`src/rtl/circuit1_sched_if.sv`:
```
// Bus bundle for circuit1_sched: operand request and result return.
// Handshake: a request is accepted on a rising edge where start=1 and busy=0;
// busy stays high until done pulses for one cycle with z and x valid.
interface circuit1_sched_if;
    logic        start;
    logic [7:0]  a;
    logic [7:0]  b;
    logic [7:0]  c;
    logic        busy;
    logic        done;
    logic [7:0]  z;
    logic [15:0] x;

    modport master (
        output start, a, b, c,
        input  busy, done, z, x
    );

    modport slave (
        input  start, a, b, c,
        output busy, done, z, x
    );
endinterface

```
`src/rtl/circuit1_sched.sv`:
```
// Multicycle scheduler computing z = min(a+b, a+c) and x = a*c - (a+b) over one
// shared 16-bit adder/subtractor, one 16-bit multiplier and one comparator.
module circuit1_sched (
    input  logic             clk,
    input  logic             rst,
    circuit1_sched_if.slave  bus,
    output logic [2:0]       dbg_state
);

    typedef enum logic [2:0] {
        IDLE = 3'd0,
        S1   = 3'd1,
        S2   = 3'd2,
        S3   = 3'd3,
        DONE = 3'd4
    } state_t;

    state_t state_q, state_d;

    logic [7:0]  a_q, a_d;
    logic [7:0]  b_q, b_d;
    logic [7:0]  c_q, c_d;
    logic [7:0]  d_q, d_d;
    logic [7:0]  e_q, e_d;
    logic [15:0] f_q, f_d;
    logic [7:0]  z_q, z_d;
    logic [15:0] x_q, x_d;

    // Shared datapath resources
    logic [15:0] add_op_a;
    logic [15:0] add_op_b;
    logic        add_sub;
    logic [15:0] add_y;
    logic [15:0] mul_op_a;
    logic [15:0] mul_op_c;
    logic [15:0] mul_y;
    logic        cmp_gt;

    // FSM: state register
    always_ff @(posedge clk) begin
        if (rst) begin
            state_q <= IDLE;
        end else begin
            state_q <= state_d;
        end
    end

    // FSM: next state
    always_comb begin
        state_d = state_q;
        case (state_q)
            IDLE:    if (bus.start) state_d = S1;
            S1:      state_d = S2;
            S2:      state_d = S3;
            S3:      state_d = DONE;
            DONE:    state_d = IDLE;
            default: state_d = IDLE;
        endcase
    end

    // FSM: outputs
    always_comb begin
        bus.busy  = (state_q != IDLE);
        bus.done  = (state_q == DONE);
        bus.z     = z_q;
        bus.x     = x_q;
        dbg_state = state_q;
    end

    // Adder operand steering: one operation per state, S3 subtracts.
    always_comb begin
        add_op_a = 16'd0;
        add_op_b = 16'd0;
        add_sub  = 1'b0;
        case (state_q)
            S1: begin
                add_op_a = {{8{a_q[7]}}, a_q};
                add_op_b = {{8{b_q[7]}}, b_q};
            end
            S2: begin
                add_op_a = {{8{a_q[7]}}, a_q};
                add_op_b = {{8{c_q[7]}}, c_q};
            end
            S3: begin
                add_op_a = f_q;
                add_op_b = {{8{d_q[7]}}, d_q};
                add_sub  = 1'b1;
            end
            default: begin
                add_op_a = 16'd0;
                add_op_b = 16'd0;
                add_sub  = 1'b0;
            end
        endcase
    end

    // The low 16 bits of a product do not depend on signedness, so a 16-bit
    // context on sign-extended operands yields the wrapped signed product.
    always_comb begin
        add_y    = add_sub ? (add_op_a - add_op_b) : (add_op_a + add_op_b);
        mul_op_a = {{8{a_q[7]}}, a_q};
        mul_op_c = {{8{c_q[7]}}, c_q};
        mul_y    = mul_op_a * mul_op_c;
        cmp_gt   = ($signed(d_q) > $signed(e_q));
    end

    // Datapath register next values
    always_comb begin
        a_d = a_q;
        b_d = b_q;
        c_d = c_q;
        d_d = d_q;
        e_d = e_q;
        f_d = f_q;
        z_d = z_q;
        x_d = x_q;
        case (state_q)
            IDLE: begin
                if (bus.start) begin
                    a_d = bus.a;
                    b_d = bus.b;
                    c_d = bus.c;
                end
            end
            S1: begin
                d_d = add_y[7:0];
                f_d = mul_y;
            end
            S2: begin
                e_d = add_y[7:0];
            end
            S3: begin
                x_d = add_y;
                // Tie keeps d: only a strict d>e selects e.
                z_d = cmp_gt ? e_q : d_q;
            end
            default: begin
                a_d = a_q;
            end
        endcase
    end

    always_ff @(posedge clk) begin
        if (rst) begin
            a_q <= 8'd0;
            b_q <= 8'd0;
            c_q <= 8'd0;
            d_q <= 8'd0;
            e_q <= 8'd0;
            f_q <= 16'd0;
            z_q <= 8'd0;
            x_q <= 16'd0;
        end else begin
            a_q <= a_d;
            b_q <= b_d;
            c_q <= c_d;
            d_q <= d_d;
            e_q <= e_d;
            f_q <= f_d;
            z_q <= z_d;
            x_q <= x_d;
        end
    end

endmodule
```
`src/flat_wrapper.sv`:
```
// flat-port wrapper written by rule: the top's interface ports become plain ports
module circuit1_sched_flat 
  (clk, rst, dbg_state, bus_start, bus_a, bus_b, bus_c, bus_busy, bus_done, bus_z, bus_x);
  circuit1_sched_if bus_i ();
  input  logic clk;
  input  logic rst;
  output logic [2:0] dbg_state;
  input wire logic [$bits(bus_i.start)-1:0] bus_start;
  input wire logic [$bits(bus_i.a)-1:0] bus_a;
  input wire logic [$bits(bus_i.b)-1:0] bus_b;
  input wire logic [$bits(bus_i.c)-1:0] bus_c;
  output wire logic [$bits(bus_i.busy)-1:0] bus_busy;
  output wire logic [$bits(bus_i.done)-1:0] bus_done;
  output wire logic [$bits(bus_i.z)-1:0] bus_z;
  output wire logic [$bits(bus_i.x)-1:0] bus_x;
  assign bus_i.start = bus_start;
  assign bus_i.a = bus_a;
  assign bus_i.b = bus_b;
  assign bus_i.c = bus_c;
  assign bus_busy = bus_i.busy;
  assign bus_done = bus_i.done;
  assign bus_z = bus_i.z;
  assign bus_x = bus_i.x;
  circuit1_sched u_core (.clk(clk), .rst(rst), .bus(bus_i), .dbg_state(dbg_state));
endmodule
```
`config.mk`:
```
export PLATFORM = sky130hd
export DESIGN_NAME = circuit1_sched_flat
export DESIGN_NICKNAME = d
export VERILOG_FILES = /design/src/rtl/circuit1_sched_if.sv /design/src/rtl/circuit1_sched.sv /design/src/flat_wrapper.sv
export SDC_FILE = /design/constraint.sdc
export NUM_CORES = 1
export LEC_CHECK = 0
export ABC_AREA = 1
export CORE_MARGIN = 3
export CORE_UTILIZATION = 65
export CTS_CLUSTER_DIAMETER = 60
export CTS_CLUSTER_SIZE = 8
export DETAILED_ROUTE_END_ITERATION = 10
export GPL_ROUTABILITY_DRIVEN = 0
export GPL_TIMING_DRIVEN = 0
export PLACE_DENSITY = 0.93
export SYNTH_ARGS = -nofsm -noshare
export SYNTH_HDL_FRONTEND = slang
export SYNTH_SLANG_ARGS = --single-unit
export TNS_END_PERCENT = 100
```
`constraint.sdc`:
```
create_clock -name clk -period 11.7 [get_ports clk]
set_input_delay 1.17 -clock clk [delete_from_list [all_inputs] [get_ports clk]]
set_output_delay 1.17 -clock clk [all_outputs]
set_load 0.02 [all_outputs]
```
==> results of run 1 <==
==> logic make-up after synthesis <==
group,share of synthesized area
buffers and inverters,0.1577
and+or+nand+nor,0.1919
AOI/OAI and AO/OA,0.1563
DFF,0.2276
xor gates and xnor gates,0.02039
adders and majority gates,0.2461
==> layout make-up <==
type | instances | area, um^2 | area share
flip-flops and latches | 83 | 1662 | 0.2009
repair buffers | 55 | 550.5 | 0.06656
well taps | 140 | 175.2 | 0.02118
plain buffers | 43 | 180.2 | 0.02178
multi-input cells | 665 | 4488 | 0.5426
clock buffers | 9 | 123.9 | 0.01498
inverters | 258 | 970.9 | 0.1174
clock inverters | 7 | 121.4 | 0.01467
==> metrics by stage <==
stage	instance area (um^2)	power, W	util	cells	hold WS [ns]
after floorplan	7301	0.0006917	-	1049	0.4237
after CTS	8272	0.001074	0.7597	1260	0.4561
after global placement	8026	0.0007942	0.7372	1244	0.4378
after detailed placement	8026	0.0008159	0.7372	1244	0.4437
after global routing	8272	0.001167	0.7597	1260	0.4841
final	8272	0.001087	0.7597	1260	0.4583
==> cell usage in the layout, fill, tap and decap left out, drive strengths merged, types with 4 or more instances in the layout <==
master         Yosys  routed
ha                54      54
a21o               6       6
a21oi             97      97
clkbuf            37      46
a31oi              4       4
nand4              8       8
nor2              57      57
nor3               4       4
inv              257     260
clkdlybuf4s50      0      55
o21ai             83      83
dfxtp             83      83
nand3             53      53
o22ai              8       8
nand2            197     197
or2                7       7
fa                56      56
buf                6       6
xor2              10      10
o211ai             6       6
xnor2              7       7
==> path summary, 6_finish.rpt <==
kind | startpoint | end | slack [ns] | cells after the start
max | u_core.c_q[3] | u_core.f_q[15] | 6.94 | 21
min | u_core.f_q[2] | u_core.f_q[2] | 0.46 | 2
max reg2reg | u_core.c_q[3] | u_core.f_q[15] | 6.94 | 21
min reg2reg | u_core.f_q[2] | u_core.f_q[2] | 0.46 | 2
==> state kept, by name, indices dropped and copies added, names as in the netlist <==
name and cells:
u_core.b_q 8, u_core.f_q 16, u_core.dbg_state 3, u_core.a_q 8, u_core.bus.x 16, u_core.d_q 8, u_core.c_q 8, u_core.bus.z 8
u_core.e_q 8
==> routing by layer <==
metal  track usage  wire length, um
met1        0.3819             7275
met3       0.04891             1663
met4        0.1466              832
met2        0.5424             9378
met5             0                0
==> worst register-to-register path, cell delays in order, from the launching register on <==
cell	delay, ns
dfxtp_1	0.32
clkbuf_1	0.31
nand2_1	0.18
inv_1	0.09
fa_1	0.63
inv_1	0.15
fa_1	0.55
inv_1	0.06
fa_1	0.53
inv_1	0.05
fa_1	0.53
inv_1	0.05
ha_1	0.38
nand2_1	0.13
nor3_1	0.20
nand3_1	0.11
nand3_1	0.14
inv_1	0.04
nand2_1	0.05
nand3_1	0.06
nand2_1	0.09
inv_1	0.03
==> power groups by stage <==
| stage | Combinational [W] | Clock [W] | Sequential, W |
|---|---|---|---|
| global placement | 0.000470 | 0 | 0.000324 |
| detailed placement | 0.000491 | 0 | 0.000325 |
| global route | 0.000574 | 0.000272 | 0.000321 |
| finish | 0.000508 | 0.000259 | 0.000320 |
| floorplan | 0.000366 | 0 | 0.000326 |
| CTS | 0.000499 | 0.000256 | 0.000319 |
==> run summary, run 1 <==
- outcome: finished, final reports clean
- average wire per cell in the routed design: 15.20 um
- count of TritonRoute iterations in the first routing pass: 6
- H-tree level count: 3
- remaining antenna violation count after routing: 0
- stage delay of the slowest cell on the critical path: 0.63 ns
- FF+latch count, synth: 83
- share of the synthesized area in the top cell type: 0.2276
- number of global-route vias before repair: 7039
- worst-path maximum fanout: 10
- Leakage: 4.390 nW
- Clock Path Buffers: 2
- hold buffer count at cts: 0
- PwrDens: 131.4 nW/um^2
- number of buffers and inverters on the critical path: 8
- share of synthesized area occupied by flip-flops and latches: 0.2276
- # fillers: 771
- antenna violations before repair: 0
- total core area: 10890 um^2
- minimum clock period: 4.764 ns
- switching power summed over all nets: 0.0004625 W
- standard-cell rows: 38
- grt ovf: 0
- sequence of cells on the critical path: clkbuf_1 > nand2_1 > inv_1 > fa_1 > inv_1 > fa_1 > inv_1 > fa_1 > inv_1 > fa_1 > inv_1 > ha_1 > nand2_1 > nor3_1 > nand3_1 > nand3_1 > inv_1 > nand2_1 > nand3_1 > nand2_1 > inv_1
- clock skew after layout: 0.01045 ns
- cell repeated most along the worst path: inv_1
- Num CTS Buffers: 9
- hpwl dp: 14480 um
- GRT Util Overall: 0.3128
- WP data arrival: 5.03 ns
- worst-skew pair later-pin latency: 0.37 ns
- Final Hold Fails: 0
- IR Drop Worst-Case VDD: 147.8 uV
- Die H: 112.0 um
- number of antenna cells inserted: 0
- biggest area consumer among synthesized cells: dfxtp_1
- layout net count: 1252
- Remaining DRCs: 0
- boundary pin count: 56
- global-route wire length before repair: 32080 um
- Critical Path Source Type: flop
- classification of the worst setup path: reg2reg
- unrepaired setup endpoints after global routing: false
- CP required: 11.97 ns
- setup TNS: 0 ns
- number of vias in the routed layout: 7072
- Peak Freq: 209.9 MHz
- number of violations reported at the end of detailed-routing iteration 0: 766
- Pint: 0.0006242 W
- via count normalized by instance count: 5.613
- Critical Path End Type: flop
- relative slew slack: 0.5147
- proportion of power drawn by combinational gates: 0.468
- unique cell type count in the Yosys netlist: 41
- worst slack at placement: 6.966 ns
- clock-pin slew reported for the worst setup and hold paths after clock tree synthesis: 0.09 ns
- Area Overhead vs Synth: 13.30%
- Async S/R FF share, synth: 0
- TritonCTS sink count: 83
- post-detailed-routing wire length: 19150 um
- most numerous cell types in the synthesized netlist: inv_1, nand2_1, a21oi_1
- PnR worst setup slack: 6.936 ns
- leading cell type by number of instances after synthesis: inv_1
- total setup violations reported at the end of the flow: 0
- buffer type at the clock tree root: clkbuf_8
- max-cap violations: 0
- count of mapped cells out of synthesis: 1049
- measured slew at the worst slew-check pin: 0.7280 ns
- number of buffers inserted by port buffering: 55
- ratio of cells with drive above 1 in the final layout: 0.04375
- Crit path max-delay family: adder cells
- post-CTS repair timing setup buffer count: 0
- share of the clock period used by the worst path after layout: 0.4072
- count of flip-flops with a built-in enable after synthesis: 0
- synthesis warning total: 0
- TritonCTS clock tree: done
- register share of total power: 0.294
- area of the die: 12540 um^2
- Mapped Area: 7301 um^2
- post-CTS resize count: 0
- pin count of the biggest net entering global routing: 16
- switch share: 0.4256
- clock group share of total power: 0.238
- Top FF cell, synth: dfxtp_1
- critical path's slowest cell: fa_1
- effective utilization at floorplan: 0.6705
- worst min-delay path category: reg2reg
- Die X: 112.0 um
- mean area per synthesized cell: 6.960 um^2
- biggest area contributors in the synthesized netlist: dfxtp_1, fa_1, inv_1
- fin. max-slew vios: 0
- net count after synthesis: 1186
Power figures use the tool's default switching activity.
==> run 2, diff against run 1 <==
- CORE_UTILIZATION: 65 -> 54
- PLACE_DENSITY: 0.93 -> 0.84
- clock period: 11.7 -> 4.2 ns (I/O delays scaled with it)
==> run summary, run 2 (synthesis results as in run 1) <==
- outcome: finished, final reports clean
- measured slew at the worst slew-check pin: 0.6306 ns
- minimum clock period: 4.107 ns
- Critical Path Source Type: flop
- sequence of cells on the critical path: buf_4 > nand2_1 > inv_2 > fa_1 > inv_2 > fa_1 > inv_1 > fa_1 > inv_2 > fa_1 > inv_1 > ha_4 > a21oi_4 > o21ai_2 > nand2_1 > nand4_1 > or2_4 > nand3_1 > nand2_1 > inv_1
- final instance area: 8762 um^2
- Final Hold Fails: 0
- fin. max-slew vios: 0
- global-route wire length before repair: 31830 um
- # fillers: 1046
- antenna violations before repair: 0
- R2R Path Start: u_core.a_q[7]
- Hold Crit Start: u_core.b_q[4]
- number of antenna cells inserted: 0
- layout net count: 1252
- number of violations reported at the end of detailed-routing iteration 0: 804
- TritonCTS clock tree: done
- cell area after placement: 8075 um^2
- IR Drop Worst-Case VDD: 197.9 uV
- WP data arrival: 4.36 ns
- hpwl dp: 14520 um
- worst-path maximum fanout: 6
- ratio of cells with drive above 1 in the final layout: 0.1179
- grt ovf: 0
- Num CTS Buffers: 9
- clock-pin slew reported for the worst setup and hold paths after clock tree synthesis: 0.07 ns
- number of buffers and inverters on the critical path: 7
- clock skew after layout: 0.008797 ns
- post-detailed-routing wire length: 19950 um
- number of vias in the routed layout: 7038
- Area Overhead vs Synth: 20.02%
- area of the die: 14950 um^2
- average wire per cell in the routed design: 15.44 um
- Worst setup startpoint: u_core.a_q[7]
- via count normalized by instance count: 5.447
- CP required: 4.45 ns
- total core area: 12930 um^2
- number of global-route vias before repair: 6746
- count of TritonRoute iterations in the first routing pass: 5
- total chip power: 0.003327 W
- classification of the worst setup path: reg2reg
- most frequent standard cell in the layout excluding fill and tap cells: inv_1
- Critical Path End Type: flop
- Clock Path Buffers: 2
- remaining antenna violation count after routing: 0
- relative slew slack: 0.5796
- end-of-flow core utilization: 0.6778
- Remaining DRCs: 0
- total setup violations reported at the end of the flow: 0
- Die H: 122.3 um
- unrepaired setup endpoints after global routing: true
- boundary pin count: 56
- share of the clock period used by the worst path after layout: 0.9778
- critical path's slowest cell: fa_1
- Peak Freq: 243.5 MHz
- most used cells in the layout excluding fill and tap cells: inv_1, nand2_1, a21oi_1
- standard-cell rows: 41
- buffer type at the clock tree root: clkbuf_16
- number of buffers inserted by port buffering: 55
- Leakage: 4.527 nW
- max-cap violations: 0
- PwrDens: 379.7 nW/um^2
- Die X: 122.3 um
- worst min-delay path category: reg2reg
- TritonCTS sink count: 83
- Crit path max-delay family: adder cells
- H-tree level count: 3
- worst-skew pair later-pin latency: 0.35 ns
- hold buffer count at cts: 0
- pin count of the biggest net entering global routing: 16
- effective utilization at floorplan: 0.5648
- stage delay of the slowest cell on the critical path: 0.57 ns
- cell repeated most along the worst path: fa_1
- GRT Util Overall: 0.2656
run 2: final timing paths:
kind	end	slack [ns]	cells past startpoint
min	u_core.b_q[4]	0.46	2
min reg2reg	u_core.b_q[4]	0.46	2
max reg2reg	u_core.f_q[14]	0.09	20
max	u_core.f_q[14]	0.09	20
run 2: report_power, final:
group          leakage [nW]  switching [W]  internal [W]  total [W]
combinational          3.69       0.000974      0.000577    0.00155
sequential            0.688      0.0000792      0.000856   0.000935
clock                 0.151       0.000356      0.000485   0.000841
total                  4.53        0.00141       0.00192    0.00333
run 2: area by class of cell:
cell class	instances	area, um^2	share of cell area
plain buffers	28	123.9	0.01414
clock buffers	10	239.0	0.02727
clock inverters	6	71.32	0.008139
inverters	258	978.4	0.1117
multi-input cells	665	4762	0.5435
flip-flops and latches	83	1709	0.1951
well taps	172	215.2	0.02456
repair buffers	70	663.1	0.07568
run 2: routing by layer:
| metal | part of all wire | vias up | track usage |
|---|---|---|---|
| met4 | 0.032 | 0 | 0.09447 |
| met3 | 0.082 | 66 | 0.05576 |
| li1 | - | 3367 | - |
| met2 | 0.49 | 316 | 0.4583 |
| met1 | 0.40 | 3289 | 0.3289 |
| met5 | 0 | - | 0 |
run 2: what timing repair did:
action,CTS,global route
pin swaps,3,32
buffers inserted,9,6
setup endpoints to repair,9,8
resized for setup,29,68
run 2: worst reg2reg max path: cells and delay by family (launching register included):
family,cells,cell delay [ns]
AOI/OAI and AO/OA,2,0.21
buffers and inverters,7,0.46
DFF,1,0.39
and+or+nand+nor,6,0.56
adders and majority gates,5,2.39
run 2: stage by stage:
stage	hold slack (ns)	setup WS [ns]	instances	setup TNS (ns)
floorplan	0.4237	0.01389	1049	0
global placement	0.4401	-0.3681	1276	-1.941
finish	0.4617	0.09312	1292	0
CTS	0.4571	0.001626	1286	0
global route	0.4756	-0.06960	1292	-0.1793
detailed placement	0.4473	-0.4245	1276	-2.459
==> run 3, diff against run 2 <==
- CTS_CLUSTER_SIZE: 8 -> not set
==> results of run 3 <==
Final layout, timing and power as in run 2 (identical DEF).
